`src/rtl/phase_scheduler.sv`:
```
`default_nettype none
// ============================================================================
// Module   : phase_scheduler
// Purpose  : Two-path intersection right-of-way sequencer with pedestrian
//            walk windows and emergency preemption, advanced by a slow tick.
// Revision : 1.0  initial release
// ============================================================================

module phase_scheduler #(
  parameter int GREEN_TICKS  = 20,
  parameter int YELLOW_TICKS = 6,
  parameter int ALLRED_TICKS = 2,
  parameter int WALK_TICKS   = 10,
  parameter int CNT_W        = 8
) (
  input  logic             clk,
  input  logic             rst,
  input  logic             tick,
  input  logic             run,
  input  logic [1:0]       ped_req,
  input  logic             emerg_req,
  input  logic             emerg_path,
  output logic [3:0]       car_traffic_0,
  output logic [1:0]       walk_traffic_0,
  output logic [3:0]       car_traffic_1,
  output logic [1:0]       walk_traffic_1,
  output logic [2:0]       phase,
  output logic [CNT_W-1:0] remain,
  output logic [1:0]       ped_pending
);

  typedef enum logic [2:0] {
    ALLRED_0 = 3'd0,
    G0       = 3'd1,
    Y0       = 3'd2,
    ALLRED_1 = 3'd3,
    G1       = 3'd4,
    Y1       = 3'd5,
    PRE_G    = 3'd6,
    PRE_Y    = 3'd7
  } state_t;

  localparam logic [CNT_W-1:0] c_green_last  = CNT_W'(GREEN_TICKS - 1);
  localparam logic [CNT_W-1:0] c_yellow_last = CNT_W'(YELLOW_TICKS - 1);
  localparam logic [CNT_W-1:0] c_allred_last = CNT_W'(ALLRED_TICKS - 1);
  localparam logic [CNT_W-1:0] c_walk_floor  = CNT_W'(GREEN_TICKS - WALK_TICKS);

  localparam logic [3:0] c_car_red    = 4'b1000;
  localparam logic [3:0] c_car_yellow = 4'b0100;
  localparam logic [3:0] c_car_green  = 4'b0001;
  localparam logic [1:0] c_walk_red   = 2'b10;
  localparam logic [1:0] c_walk_green = 2'b01;

  state_t           r_state;
  state_t           w_state_n;
  logic [CNT_W-1:0] r_remain;
  logic [CNT_W-1:0] w_remain_n;
  logic [1:0]       r_ped;
  logic [1:0]       w_ped_n;
  logic [1:0]       r_walk_en;
  logic [1:0]       w_walk_en_n;
  logic             r_epath;
  logic             w_epath;
  logic             r_emerg_d;
  logic             w_rise;
  logic             w_tick_dec;
  logic             w_tick_end;
  logic             w_own;

  logic [3:0]       r_car0;
  logic [3:0]       r_car1;
  logic [1:0]       r_walk0;
  logic [1:0]       r_walk1;
  logic [3:0]       w_car0;
  logic [3:0]       w_car1;
  logic [1:0]       w_walk0;
  logic [1:0]       w_walk1;

  // The preempted path is frozen once preemption is in progress.
  assign w_rise     = emerg_req & ~r_emerg_d;
  assign w_epath    = (w_rise && (r_state != PRE_G) && (r_state != PRE_Y)) ? emerg_path : r_epath;
  assign w_tick_dec = tick & (r_remain != '0);
  assign w_tick_end = tick & (r_remain == '0);
  assign w_own      = (r_state == G1) || (r_state == Y1);

  always_comb begin
    w_state_n   = r_state;
    w_remain_n  = r_remain;
    w_ped_n     = r_ped | ped_req;
    w_walk_en_n = r_walk_en;

    case (r_state)
      ALLRED_0, ALLRED_1: begin
        if (w_tick_dec) begin
          w_remain_n = r_remain - 1'b1;
        end else if (w_tick_end && emerg_req) begin
          w_state_n  = PRE_G;
          w_remain_n = '0;
        end else if (w_tick_end && run) begin
          w_remain_n = c_green_last;
          // Entering a green serves the crossing path's pending request.
          if (r_state == ALLRED_1) begin
            w_state_n      = G0;
            w_walk_en_n[1] = r_ped[1];
            w_ped_n[1]     = ped_req[1];
          end else begin
            w_state_n      = G1;
            w_walk_en_n[0] = r_ped[0];
            w_ped_n[0]     = ped_req[0];
          end
        end
      end

      G0, G1: begin
        if (emerg_req && (w_own != w_epath)) begin
          w_walk_en_n = '0;
        end
        if (tick && emerg_req && (w_own == w_epath)) begin
          w_state_n   = PRE_G;
          w_remain_n  = '0;
          w_walk_en_n = '0;
        end else if (tick && emerg_req) begin
          w_state_n  = w_own ? Y1 : Y0;
          w_remain_n = c_yellow_last;
        end else if (w_tick_dec) begin
          w_remain_n = r_remain - 1'b1;
        end else if (w_tick_end) begin
          w_state_n  = w_own ? Y1 : Y0;
          w_remain_n = c_yellow_last;
        end
      end

      Y0, Y1: begin
        if (w_tick_dec) begin
          w_remain_n = r_remain - 1'b1;
        end else if (w_tick_end) begin
          w_state_n  = w_own ? ALLRED_1 : ALLRED_0;
          w_remain_n = c_allred_last;
        end
      end

      PRE_G: begin
        w_remain_n = '0;
        if (tick && !emerg_req) begin
          w_state_n  = PRE_Y;
          w_remain_n = c_yellow_last;
        end
      end

      PRE_Y: begin
        if (tick && emerg_req) begin
          w_state_n  = PRE_G;
          w_remain_n = '0;
        end else if (w_tick_dec) begin
          w_remain_n = r_remain - 1'b1;
        end else if (w_tick_end) begin
          w_state_n  = r_epath ? ALLRED_1 : ALLRED_0;
          w_remain_n = c_allred_last;
        end
      end

      default: begin
        w_state_n = r_state;
      end
    endcase
  end

  // Lights are decoded from the next state so they register on the same edge.
  always_comb begin
    w_car0  = c_car_red;
    w_car1  = c_car_red;
    w_walk0 = c_walk_red;
    w_walk1 = c_walk_red;

    case (w_state_n)
      G0: begin
        w_car0 = c_car_green;
        if (w_walk_en_n[1] && (w_remain_n >= c_walk_floor)) begin
          w_walk1 = c_walk_green;
        end
      end
      Y0: w_car0 = c_car_yellow;
      G1: begin
        w_car1 = c_car_green;
        if (w_walk_en_n[0] && (w_remain_n >= c_walk_floor)) begin
          w_walk0 = c_walk_green;
        end
      end
      Y1: w_car1 = c_car_yellow;
      PRE_G: begin
        if (w_epath) w_car1 = c_car_green;
        else         w_car0 = c_car_green;
      end
      PRE_Y: begin
        if (w_epath) w_car1 = c_car_yellow;
        else         w_car0 = c_car_yellow;
      end
      default: begin
        w_car0 = c_car_red;
      end
    endcase
  end

  always_ff @(posedge clk) begin
    if (rst) begin
      r_state   <= ALLRED_1;
      r_remain  <= c_allred_last;
      r_ped     <= '0;
      r_walk_en <= '0;
      r_epath   <= 1'b0;
      r_emerg_d <= 1'b0;
      r_car0    <= c_car_red;
      r_car1    <= c_car_red;
      r_walk0   <= c_walk_red;
      r_walk1   <= c_walk_red;
    end else begin
      r_state   <= w_state_n;
      r_remain  <= w_remain_n;
      r_ped     <= w_ped_n;
      r_walk_en <= w_walk_en_n;
      r_epath   <= w_epath;
      r_emerg_d <= emerg_req;
      r_car0    <= w_car0;
      r_car1    <= w_car1;
      r_walk0   <= w_walk0;
      r_walk1   <= w_walk1;
    end
  end

  assign car_traffic_0  = r_car0;
  assign car_traffic_1  = r_car1;
  assign walk_traffic_0 = r_walk0;
  assign walk_traffic_1 = r_walk1;
  assign phase          = r_state;
  assign remain         = r_remain;
  assign ped_pending    = r_ped;

endmodule

`default_nettype wire

```
`config.mk`:
```
export PLATFORM = sky130hd
export DESIGN_NAME = phase_scheduler
export DESIGN_NICKNAME = d
export VERILOG_FILES = /design/src/rtl/phase_scheduler.sv
export SDC_FILE = /design/constraint.sdc
export NUM_CORES = 1
export LEC_CHECK = 0
export CAP_MARGIN = 25
export CELL_PAD_IN_SITES_DETAIL_PLACEMENT = 0
export CELL_PAD_IN_SITES_GLOBAL_PLACEMENT = 2
export CORE_MARGIN = 2
export CORE_UTILIZATION = 28
export DETAILED_ROUTE_END_ITERATION = 10
export GPL_TIMING_DRIVEN = 0
export PLACE_DENSITY_LB_ADDON = 0.1
export SYNTH_ARGS = -nofsm -noshare
export SYNTH_HDL_FRONTEND = slang
export SYNTH_SLANG_ARGS = --single-unit
```
`constraint.sdc`:
```
create_clock -name clk -period 3 [get_ports clk]
set_input_delay 0.9 -clock clk [delete_from_list [all_inputs] [get_ports clk]]
set_output_delay 0.9 -clock clk [all_outputs]
set_load 0.02 [all_outputs]
```
## Yosys cells after proc, flatten, opt, wreduce, memory -nomap -nowiden

Index checks and enable logic that the tools add are counted.

| storage, ports and cells | value |
|---|---|
| register bits | 29 |
| word-level logic and storage cells | 109 |
| output and inout bits | 25 |
| input port bits | 8 |

| cells by class | value |
|---|---|
| bitwise gates (word level) | 7 |
| reduce and logical (&&, ||, !) cells | 20 |
| equality and inequality tests | 17 |
| add/sub/neg operators | 1 |
| mux-type cells | 53 |
| $lt $le $gt $ge | 1 |

Operator list:

| cell | number |
|---|---|
| $mux 8 | 10 |
| $mux 3 | 16 |
| $pmux 8 s5 | 1 |
| $pmux 4 s4 | 2 |
| $mux 2 | 13 |
| $eq 3x3->1 const B | 8 |
| $mux 4 | 4 |
| $pmux 3 s5 | 1 |
| $logic_and 1x1->1 | 10 |
| $reduce_or 2->1 | 5 |
| $eq 3x2->1 const B | 3 |
| $ge 8x4->1 const B | 1 |
| $logic_not 8->1 | 1 |
| $reduce_bool 8->1 | 1 |
| $sub 8x1->8 const B | 1 |
| $eq 3x1->1 const B | 2 |
| $ne 3x3->1 const B | 2 |
| $mux 1 | 5 |
| $pmux 2 s2 | 1 |
| $and 1x1->1 | 3 |
| $logic_not 3->1 | 1 |
| $not 1->1 | 3 |
| $or 2x2->2 | 1 |
| $eq 1x1->1 | 1 |
| 3 further kinds | 3 |

## Logic depth before layout (Yosys ltp)

| logic depth | value |
|---|---|
| depth in word-level cells | 12 |
| gate-level depth with buffers | 10 |
| depth with buffers taken out | 9 |

## Least setup slack after synthesis

Ideal clock, no wire load.

| path | value |
|---|---|
| path type | input port to flip-flop |
| from | input tick |
| to | register r_walk1[0] (netlist: walk_traffic_1[0]) |
| stages | 8 |
| buffers on the path | 1 |
| arrival | 2658 ps |
| data required time | 2884 ps |
| library setup time | 116 ps |
| setup slack | 226 ps |
| cell sequence | clkbuf_1 or3b_2 nor3_1 mux2_2 nand2_1 o211ai_1 a211o_1 and4_1 |

| on the way | value |
|---|---|
| longest elaborated chain between the ends | 9 |
| elaborated cells on any way between the ends | 44 |
| those cells by class | order compare (1); eq/ne (1); mux (32); bitwise (3); reduce/logical (7) |

Ends and longest elaborated chain:

| what | line | source |
|---|---|---|
| from (decl) | 18 | `input logic tick,` |
| $and 1x1->1 | 83 | `assign w_tick_end = tick & (r_remain == '0);` |
| $mux 8 (tied with other cells) | 127 | `end else if (w_tick_end) begin` |
| $mux 8 (tied with other cells) | 125 | `end else if (w_tick_dec) begin` |
| $mux 8 (tied with other cells) | 122 | `end else if (tick && emerg_req) begin` |
| $mux 8 (tied with other cells) | 118 | `if (tick && emerg_req && (w_own == w_epath)) begin` |
| $pmux 8 s5 or $pmux 3 s5 (tied branches) | 92 | `case (r_state)` |
| $ge 8x4->1 or $eq 3x1->1 (tied branches) | 178, 175 |  |
| $logic_and 1x1->1 or $not 1->1 (tied branches) | -- |  |
| $mux 2 or $reduce_or 2->1 (tied branches) | -- |  |
| to (signal assigned) | 215 | `r_walk1 <= c_walk_red;` |
| to (signal assigned) | 226 | `r_walk1 <= w_walk1;` |
| to (decl) | 73 | `logic [1:0] r_walk1;` |

Several ways; a longest one is shown, not always the timed one.
A chain may end at the register's enable or synchronous reset.

## Final worst setup path

| path | value |
|---|---|
| from | input emerg_req |
| to | register r_walk1[0] (netlist: walk_traffic_1[0]) |

| on the way | value |
|---|---|
| longest elaborated chain between the ends | 11 |
| elaborated cells on any way between the ends | 37 |
| those cells by class | order compare (1); eq/ne (3); mux (21); bitwise (2); reduce/logical (10) |

Ends and longest elaborated chain:

| what | line | source |
|---|---|---|
| from (decl) | 21 | `input logic emerg_req,` |
| $and 1x1->1 | 80 | `assign w_rise = emerg_req & ~r_emerg_d;` |
| $logic_and 1x1->1 (2 in a row) | 81 | `assign w_epath = (w_rise && (r_state != PRE_G) && (r_state != PRE_Y)) ? emerg_path : r_epath;` |
| $mux 1 | 81 |  |
| $eq 1x1->1 or $ne 1x1->1 (tied branches) | 118, 115 |  |
| $logic_and 1x1->1, on equally long branches | 118, 115 |  |
| $mux 8 (tied with other cells) | 118 |  |
| $pmux 8 s5 (tied with other cells) | 92 |  |
| $ge 8x4->1 (tied with other cells) | 178 | `if (w_walk_en_n[1] && (w_remain_n >= c_walk_floor)) begin` |
| $logic_and 1x1->1 or $not 1->1 (tied branches) | -- |  |
| $mux 2 or $reduce_or 2->1 (tied branches) | -- |  |

Several ways; a longest one is shown, not always the timed one.

==> flow_summary.toml <==
[status]
status = "finished, final reports clean"

[global_route]
grt_pass1_vias = 1744
use_met3 = 0.0209
use_met1 = 0.224
grt_overflow_total = 0
grt_pass1_wl_mm = 8.92
grt_max_degree = 17
track_usage = 0.154
grt_antenna_before_repair = 0
busiest_layer = "met2"
grt_util_met2 = 0.236

[synthesis]
avgSynthCellArea_um2 = 7.93
yosysSeqAreaShare = 0.308
synth_edf_count = 0
synth_compound_area_frac = 0.276
netlist_area_um2 = 1750
netlist_instances = 221
synth_top_flop_cell = "dfxtp_1"
synth_top_area_share = 0.308
async_flop_share = 0
yosys.area.top_type = "dfxtp_1"
yosysUniqueCellTypes = 63
ys_ff_latch = 27
synth_fa_ha_area_frac = 0.00714
synth_most_common_cell = "dfxtp_1"
synth-simple-area-share = 0.300
synth_commonest_cells = "27 x dfxtp_1, 24 x nor2_1, 15 x a21oi_1"
synthXorXnorAreaFrac = 0.00500
yosys_warnings = 0
synth_top_family_by_area = "simple AND/OR/NAND/NOR gates"
yosys-top-cells-area = "dfxtp_1 31%, nor2_1 5.1%, a21oi_1 4.3%"
synthMuxAreaShare = 0.0357

[power]
swShare = 0.473
p_per_area_nw_per_um2 = 905
p_seq_frac = 0.248
leakage_nw = 0.829
power_w = 0.00202
p_sw_w = 0.000954
pwr-share-clk = 0.108
power_frac_comb = 0.644
intPower_w = 0.00106
ir_drop_mv = 0.343

[placement]
dp_hpwl_mm = 4.02
dp_cells = 326
gp_congestion = 0.803
dpl-instance-area_um2 = 2140
portBuffers = 29

[routing]
avgRoutedWirePerCell_um = 16.3
drc_errors = 0
wl_mm = 5.39
dr.pass1.iters = 4
drt-vias-per-instance = 5.45
dr_total_vias = 1799
drt_iter0_markers = 108
antenna_left = 0

[floorplanning]
fp.dieW_um = 83.1
num_io_pins = 33
die_h_um = 83.1
start_util = 0.293
dieArea_um2 = 6910
rows = 28
core_area_um2 = 5990

[sta]
finClkSkew_ns = 0.00655
min_period_over_period = 0.967
fin_crit_ns = 2.90
tightest_slew_ns = 0.574
setup_viol = 0
drv_slew = 0
grt_setup_unrepaired = "false"
max_clock_freq_mhz = 345
hold_violations = 0
relSlewSlack = 0.615
finalSetupTns_ns = 0

[run]
max-cap-violations = 0

[setup_path]
crit_type = "in -> reg"
end_kind = "flop"
cp-start-kind = "input pin"
required_ns = 3.17
crit_arrival_ns = 3.07
rrSetupSlack_ns = 0.29
critPathMaxFanout = 6

[layout]
drive_above_1_share = 0.129
fin_util = 0.372
fill_cells = 648
finalNonFillerCells = 330
n_antenna_cell = 0
area_growth_pct = 27.1
final_area_um2 = 2230
num-nets-final = 265

[clock_network]
cts_hold_buf = 0
cts_tree = "done"
path_clk_slew_ns = 0.10
cts-root-buf = "clkbuf_8"
htreeDepth = 1
clk_latency_ns = 0.28
cts_max_path_buffers = 2
cts_inserted_buffers = 3
cts_sinks = 27

[worst_hold_path]
min_path_type = "reg -> reg"
-- timing repair --
item | 4_1_cts | 5_1_grt
gates resized for setup | 5 | 8
setup buffers | 0 | 1
pin swaps | 0 | 1
endpoints found under the setup margin | 7 | 8
endpoints found under the hold margin | 0 | 0
-- path summary, 6_finish.rpt --
kind	start	end	depth (start not counted)
hold reg to reg	ped_pending[0]	ped_pending[0]	2
hold / removal	ped_pending[0]	ped_pending[0]	2
setup / recovery	emerg_req	walk_traffic_1[0]	8
setup reg to reg	remain[2]	walk_traffic_0[0]	8
-- power groups by stage --
| stage | sequential, W | clock, W | combinational [W] |
|---|---|---|---|
| after floorplan | 0.000563 | 0 | 0.000831 |
| after global placement | 0.000509 | 0 | 0.00129 |
| after detailed placement | 0.000508 | 0 | 0.00126 |
| after CTS | 0.000500 | 0.000224 | 0.00127 |
| after global routing | 0.000511 | 0.000244 | 0.00142 |
| final | 0.000500 | 0.000218 | 0.00130 |
-- kinds of logic (layout without fill, tap and decap cells) --
kind of cell               count (synthesis)  after routing
and+or+nand+nor                           94             94
AOI/OAI and AO/OA                         66             66
DFF                                       27             27
buffers and inverters                     25             58
muxes                                      6              6
adders and majority gates                  1              1
other                                      1              2
xor gates and xnor gates                   1              1
-- worst max-delay path, stage by stage --
cell and delay (ns):
clkdlybuf4s50_1 0.45, nor2b_2 0.18, a21bo_2 0.23, a21o_1 0.22, a22o_1 0.23, a211o_1 0.30, a211o_1 0.36, and4_1 0.20
-- through the flow --
step | setup slack, ns | hold WS, ns
4_1_cts | 0.00648 | 0.546
6_report | 0.0994 | 0.538
2_1_floorplan | 0.226 | 0.514
5_1_grt | 0.00311 | 0.579
3_3_place_gp | -0.718 | 0.517
3_5_place_dp | -0.614 | 0.520
-- flip-flops by register name (all words and copies together), names as in the netlist --
register and flops:
remain 8, car_traffic_0 3, car_traffic_1 3, phase 3
ped_pending 2, r_walk_en 2, walk_traffic_0 2, walk_traffic_1 2
r_emerg_d 1, r_epath 1
-- routing by layer --
metal	wire (µm)	share of wire	up-vias
li1	-	-	888
met1	2710	0.50	863
met2	2430	0.45	42
met3	182	0.034	6
met4	61	0.011	0
met5	0	0	-
-- layout make-up --
cell class,instances,area [µm²],share of cell area
well taps,75,93.8,0.0421
clock inverters,1,7.51,0.00337
repair buffers,30,298,0.134
clock buffers,3,41.3,0.0185
multi-input cells,170,1130,0.506
inverters,8,30.0,0.0135
flip-flops and latches,27,541,0.243
plain buffers,16,90.1,0.0404
-- cell usage in the layout, fill, tap and decap left out, types with 4 or more instances in the layout --
master | synthesis | routed
nand2b_1 | 4 | 4
nor2b_1 | 9 | 8
o21ai_0 | 8 | 7
a21oi_1 | 15 | 15
buf_4 | 2 | 4
mux2i_1 | 4 | 4
inv_1 | 8 | 8
nor3_1 | 5 | 5
nand2_1 | 12 | 12
dfxtp_1 | 27 | 27
nor2_1 | 24 | 24
clkdlybuf4s50_1 | 0 | 29
nand4_1 | 6 | 6
clkbuf_1 | 13 | 8
nand3_1 | 11 | 10
Power figures use the tool's default switching activity.
